<file path="src/rtl/cc_collatz_pkg.sv">
// Shared definitions for the Collatz sequencing controller: FSM states,
// datapath mux select codes and error codes.
package cc_collatz_pkg;

   localparam logic [1:0] SEL_SEED  = 2'b00;
   localparam logic [1:0] SEL_NEXT  = 2'b01;
   localparam logic [1:0] SEL_CLEAR = 2'b11;

   typedef enum logic [2:0] {
      ST_IDLE,
      ST_LOAD,
      ST_ITER,
      ST_DONE,
      ST_ERROR
   } state_t;

   typedef enum logic [1:0] {
      ERR_NONE       = 2'b00,
      ERR_ZERO_SEED  = 2'b01,
      ERR_OVERFLOW   = 2'b10,
      ERR_STEP_LIMIT = 2'b11
   } err_t;

endpackage

</file>
<file path="src/rtl/cc_collatz_step.sv">
// Combinational Collatz step: halves even values, forms 3v+1 for odd values
// with two guard bits so that an unrepresentable result is flagged.
module cc_collatz_step #(
   parameter int W = 8
) (
   input  logic [W-1:0] value_i,
   output logic [W-1:0] next_o,
   output logic         overflow_o
);

   logic [W+1:0] triple_plus_one;

   always_comb begin
      triple_plus_one = {2'b00, value_i} + {1'b0, value_i, 1'b0} + {{(W+1){1'b0}}, 1'b1};
      next_o          = value_i >> 1;
      overflow_o      = 1'b0;
      if (value_i[0]) begin
         next_o     = triple_plus_one[W-1:0];
         overflow_o = |triple_plus_one[W+1:W];
      end
   end

endmodule

</file>
<file path="src/rtl/cc_collatz_controller.sv">
// Collatz sequencing controller: owns the working value, step counter and
// error code, and drives the datapath mux select from the current state.
module cc_collatz_controller
   import cc_collatz_pkg::*;
#(
   parameter int DATAWIDTH_BUS           = 8,
   parameter int DATAWIDTH_MUX_SELECTION = 2,
   parameter int DATAWIDTH_STEPS         = 8
) (
   input  logic                               CC_COLLATZCTRL_CLOCK_50,
   input  logic                               CC_COLLATZCTRL_RESET_InHigh,
   input  logic                               CC_COLLATZCTRL_start_In,
   input  logic [DATAWIDTH_BUS-1:0]           CC_COLLATZCTRL_seed_InBUS,
   output logic [DATAWIDTH_MUX_SELECTION-1:0] CC_COLLATZCTRL_muxSelection_OutBUS,
   output logic [DATAWIDTH_BUS-1:0]           CC_COLLATZCTRL_value_OutBUS,
   output logic [DATAWIDTH_STEPS-1:0]         CC_COLLATZCTRL_steps_OutBUS,
   output logic                               CC_COLLATZCTRL_busy_Out,
   output logic                               CC_COLLATZCTRL_done_Out,
   output logic [1:0]                         CC_COLLATZCTRL_error_OutBUS
);

   state_t                     state_q, state_d;
   logic [DATAWIDTH_BUS-1:0]   value_q, value_d;
   logic [DATAWIDTH_STEPS-1:0] steps_q, steps_d;
   err_t                       err_q, err_d;
   logic [1:0]                 sel;
   logic [DATAWIDTH_BUS-1:0]   next_value;
   logic                       next_overflow;

   cc_collatz_step #(.W(DATAWIDTH_BUS)) u_step (
      .value_i    (value_q),
      .next_o     (next_value),
      .overflow_o (next_overflow)
   );

   always_ff @(posedge CC_COLLATZCTRL_CLOCK_50) begin
      if (CC_COLLATZCTRL_RESET_InHigh) begin
         state_q <= ST_IDLE;
         value_q <= '0;
         steps_q <= '0;
         err_q   <= ERR_NONE;
      end else begin
         state_q <= state_d;
         value_q <= value_d;
         steps_q <= steps_d;
         err_q   <= err_d;
      end
   end

   // The step that lands on 1 goes straight to DONE, so no extra ITER cycle is spent.
   always_comb begin
      state_d = state_q;
      value_d = value_q;
      steps_d = steps_q;
      err_d   = err_q;
      sel     = SEL_CLEAR;
      case (state_q)
         ST_IDLE: begin
            value_d = '0;
            steps_d = '0;
            err_d   = ERR_NONE;
            if (CC_COLLATZCTRL_start_In) state_d = ST_LOAD;
         end
         ST_LOAD: begin
            sel     = SEL_SEED;
            value_d = CC_COLLATZCTRL_seed_InBUS;
            steps_d = '0;
            err_d   = ERR_NONE;
            if (CC_COLLATZCTRL_seed_InBUS == '0) begin
               state_d = ST_ERROR;
               err_d   = ERR_ZERO_SEED;
            end else if (CC_COLLATZCTRL_seed_InBUS == DATAWIDTH_BUS'(1)) begin
               state_d = ST_DONE;
            end else begin
               state_d = ST_ITER;
            end
         end
         ST_ITER: begin
            sel = SEL_NEXT;
            if (value_q == DATAWIDTH_BUS'(1)) begin
               state_d = ST_DONE;
            end else if (next_overflow) begin
               state_d = ST_ERROR;
               err_d   = ERR_OVERFLOW;
            end else if (steps_q == '1) begin
               state_d = ST_ERROR;
               err_d   = ERR_STEP_LIMIT;
            end else begin
               value_d = next_value;
               steps_d = steps_q + DATAWIDTH_STEPS'(1);
               if (next_value == DATAWIDTH_BUS'(1)) state_d = ST_DONE;
            end
         end
         ST_DONE, ST_ERROR: begin
            if (CC_COLLATZCTRL_start_In) begin
               state_d = ST_LOAD;
               err_d   = ERR_NONE;
            end
         end
         default: state_d = ST_IDLE;
      endcase
   end

   assign CC_COLLATZCTRL_muxSelection_OutBUS = DATAWIDTH_MUX_SELECTION'(sel);
   assign CC_COLLATZCTRL_value_OutBUS        = value_q;
   assign CC_COLLATZCTRL_steps_OutBUS        = steps_q;
   assign CC_COLLATZCTRL_busy_Out            = (state_q == ST_LOAD) || (state_q == ST_ITER);
   assign CC_COLLATZCTRL_done_Out            = (state_q == ST_DONE);
   assign CC_COLLATZCTRL_error_OutBUS        = err_q;

endmodule

</file>
<file path="config.mk">
export PLATFORM = sky130hd
export DESIGN_NAME = cc_collatz_controller
export DESIGN_NICKNAME = d
export VERILOG_FILES = /design/src/rtl/cc_collatz_pkg.sv /design/src/rtl/cc_collatz_step.sv /design/src/rtl/cc_collatz_controller.sv
export SDC_FILE = /design/constraint.sdc
export NUM_CORES = 1
export LEC_CHECK = 0
export ABC_AREA = 1
export CORE_MARGIN = 2
export CORE_UTILIZATION = 30
export CTS_CLUSTER_DIAMETER = 80
export DETAILED_ROUTE_END_ITERATION = 10
export DONT_BUFFER_PORTS = 1
export GPL_TIMING_DRIVEN = 0
export PLACE_DENSITY = 0.43
export RECOVER_POWER = 50
export SLEW_MARGIN = 20
export SYNTH_ARGS = -nofsm -noshare
export SYNTH_HDL_FRONTEND = slang
export SYNTH_HIERARCHICAL = 1
export SYNTH_SLANG_ARGS = --single-unit
</file>
<file path="constraint.sdc">
create_clock -name CC_COLLATZCTRL_CLOCK_50 -period 3.2 [get_ports CC_COLLATZCTRL_CLOCK_50]
set_input_delay 0.32 -clock CC_COLLATZCTRL_CLOCK_50 [delete_from_list [all_inputs] [get_ports CC_COLLATZCTRL_CLOCK_50]]
set_output_delay 0.32 -clock CC_COLLATZCTRL_CLOCK_50 [all_outputs]
set_load 0.1 [all_outputs]
</file>
==> impl_metrics.ini <==
[outcome]
outcome = complete, but fails checks
violations = capacitance limit, slew limit

[synthesis]
synth_cells = 307
synth.top_cell.area_share_pct = 23.2
synth_warnings = 6
synth-seq-area-share_pct = 23.2
synth_area_leader_cell = dfxtp_1
syn_area_sq_mm = 0.00181
syn_nets = 331
synth_area_per_cell_sq_um = 5.90
ys_ff_latch = 21
synth_area_leaders = dfxtp_1 23%, nand2_1 18%, nor2_1 12%, ha_1 8.3%, inv_1 8.3%
synth_cell_type_count = 29

[route]
drt-total-wl_um = 4940
drt_iter0_markers = 126
wl_per_cell_um = 12.8
ant_nets = 0
drc_errors = 0
first_pass_iters = 4
viasPerCell = 4.63
routed-via-count = 1790

[critical_path]
crit_fanout = 10
worst_path_largest_cell_delay_ns = 0.56
cp_data_required_time_ns = 2.88
reg2reg_setup_slack_ns = 0.30
worst_setup_path_end_kind = output pin
cp-start-kind = register
r2r_cells = 17
cp_slowest_cell = buf_2
crit_chain = nor2_1 -> nand2_1 -> buf_2 -> nand2_2 -> clkinvlp_4
crit_arrival_ns = 2.62
crit_type = register to output pin

[pwr]
worst_ir_drop_vdd_mv = 0.667
finalPower_uw = 1640
power_leakage_uw = 0.000895
power.density_mw_per_mm2 = 824

[floorplanning]
die_w_um = 81.7
rows = 28
core_area_sq_mm = 0.00589
io_pins = 33
initial_core_util_pct = 30.8
fp.dieH_um = 81.7
die_area_sq_mm = 0.00668

[placement]
port_buffers = 0
place_hpwl_um = 3860
place_congestion = 0.746
dpl_cell_area_sq_mm = 0.00193

[finish]
drive_gt1_share_pct = 9.62
fin_area_sq_mm = 0.00199
synthToLayoutAreaGrowth_pct = 9.60
final_util_pct = 33.7
n_antenna_cell = 0
fillCellCount = 683
final_common_cell = nand2_1
fin_nets = 337
final_cell_mix = 87 x nand2_1, 58 x nor2_1, 39 x inv_1

[timing]
final.period_utilization_pct = 91.8
fmax_mhz = 340
max_slew_margin_pct = -16.1
slew_violations = 1
worstMarginPinSlew_ns = 1.73
finalCriticalPeriod_ns = 2.94
fin_worst_skew_ns = 0.00987
whs_ns = 0.229
finalHoldViolations = 0
rsz0062_at_grt = no
setup_violations = 0

[clock_tree]
h-tree-depth = 1
cts_root_buffer = clkbuf_8
cts_buffers = 3
post_cts_buffers = 0
path_clk_slew_ns = 0.09
cts.path.max_buffers = 2
cts.sinks = 21
cts_tree = yes
clk_latency_ns = 0.27

[global_route]
track_usage_pct = 16.0
grt_max_degree = 12
grt_pass1_wl_um = 8270
antenna_found_initial = 0
grt_overflow = 0
grt_pass1_vias = 1758

[hold_path]
hold_path.class = input pin to register
hold_path_depth = 3

[job]
max_cap_viol_count = 1
## per-stage QoR
step | setup WS [ns] | TNS, ns | cells
5_1_grt | 0.0321 | 0 | 387
4_1_cts | 0.0219 | 0 | 387
2_1_floorplan | 0.222 | 0 | 307
6_report | 0.262 | 0 | 387
3_3_place_gp | -0.316 | -4.90 | 382
3_5_place_dp | -0.0108 | -0.0134 | 383
## sequential cells by signal (all words and copies together), names as in the netlist
| register | count |
|---|---|
| CC_COLLATZCTRL_steps_OutBUS | 8 |
| CC_COLLATZCTRL_value_OutBUS | 8 |
| state_q | 3 |
| CC_COLLATZCTRL_error_OutBUS | 2 |
## metal layers
layer | vias to the layer above | global-route usage (%) | part of all wire [%]
met2 | 42 | 26.3 | 41
met3 | 4 | 3.96 | 6.7
met1 | 778 | 21.7 | 52
met4 | 0 | 2.00 | 0.51
li1 | 966 | - | -
met5 | - | 0 | 0
## final timing paths
check / start / end
worst min-delay path: CC_COLLATZCTRL_RESET_InHigh / CC_COLLATZCTRL_value_OutBUS[6]
worst max-delay path: state_q[2] / CC_COLLATZCTRL_muxSelection_OutBUS[1]
worst min register to register: state_q[1] / state_q[1]
worst max register to register: CC_COLLATZCTRL_value_OutBUS[6] / CC_COLLATZCTRL_steps_OutBUS[3]
## timing repair
item	4_1_cts	5_1_grt
resized for setup	3	2
hold buffers	0	0
hold endpoints to repair	0	0
pin swaps	0	0
endpoints found under the setup margin	3	20
## layout make-up
class                   instances  area (sq um)  share of cell area, %
repair buffers                  1          20.0                   1.01
multi-input cells             236          1190                   59.7
inverters                      44           169                   8.51
clock buffers                   4          45.0                   2.27
plain buffers                   6          42.5                   2.14
well taps                      75          93.8                   4.73
flip-flops and latches         21           429                   21.6
## critical path, delay by kind of cell, from the launching register on
kind	cells	cell delay, ns
buffers and inverters	2	1.11
flip-flops	1	0.49
AND/OR/NAND/NOR	3	0.73
## cells by family (layout without fill, tap and decap cells)
logic type	after synthesis	in the layout	synth area share, %
buf+inv	50	55	11.5
flops	21	21	23.2
fa+ha+maj	13	13	9.39
xor+xnor	5	5	2.42
simple gates	171	171	38.6
compound gates	47	47	14.9
## power by group
| part | total (uW) | internal [uW] | switching (uW) |
|---|---|---|---|
| clock | 182 | 88.9 | 93.1 |
| sequential | 610 | 310 | 299 |
| combinational | 844 | 219 | 625 |
## cells in the mapped netlist, drive strengths merged
cell type / count
a22o: 2
nand4: 2
clkbuf: 2
fa: 1
nor2: 60
dfxtp: 21
ha: 12
inv: 43
xor2: 2
clkinv: 1
nand3: 14
o21ai: 23
buf: 4
nand2: 92
and2: 1
xnor2: 3
o21bai: 1
o22ai: 2
a21oi: 19
nor3: 2
(Power assumes the default switching activity.)
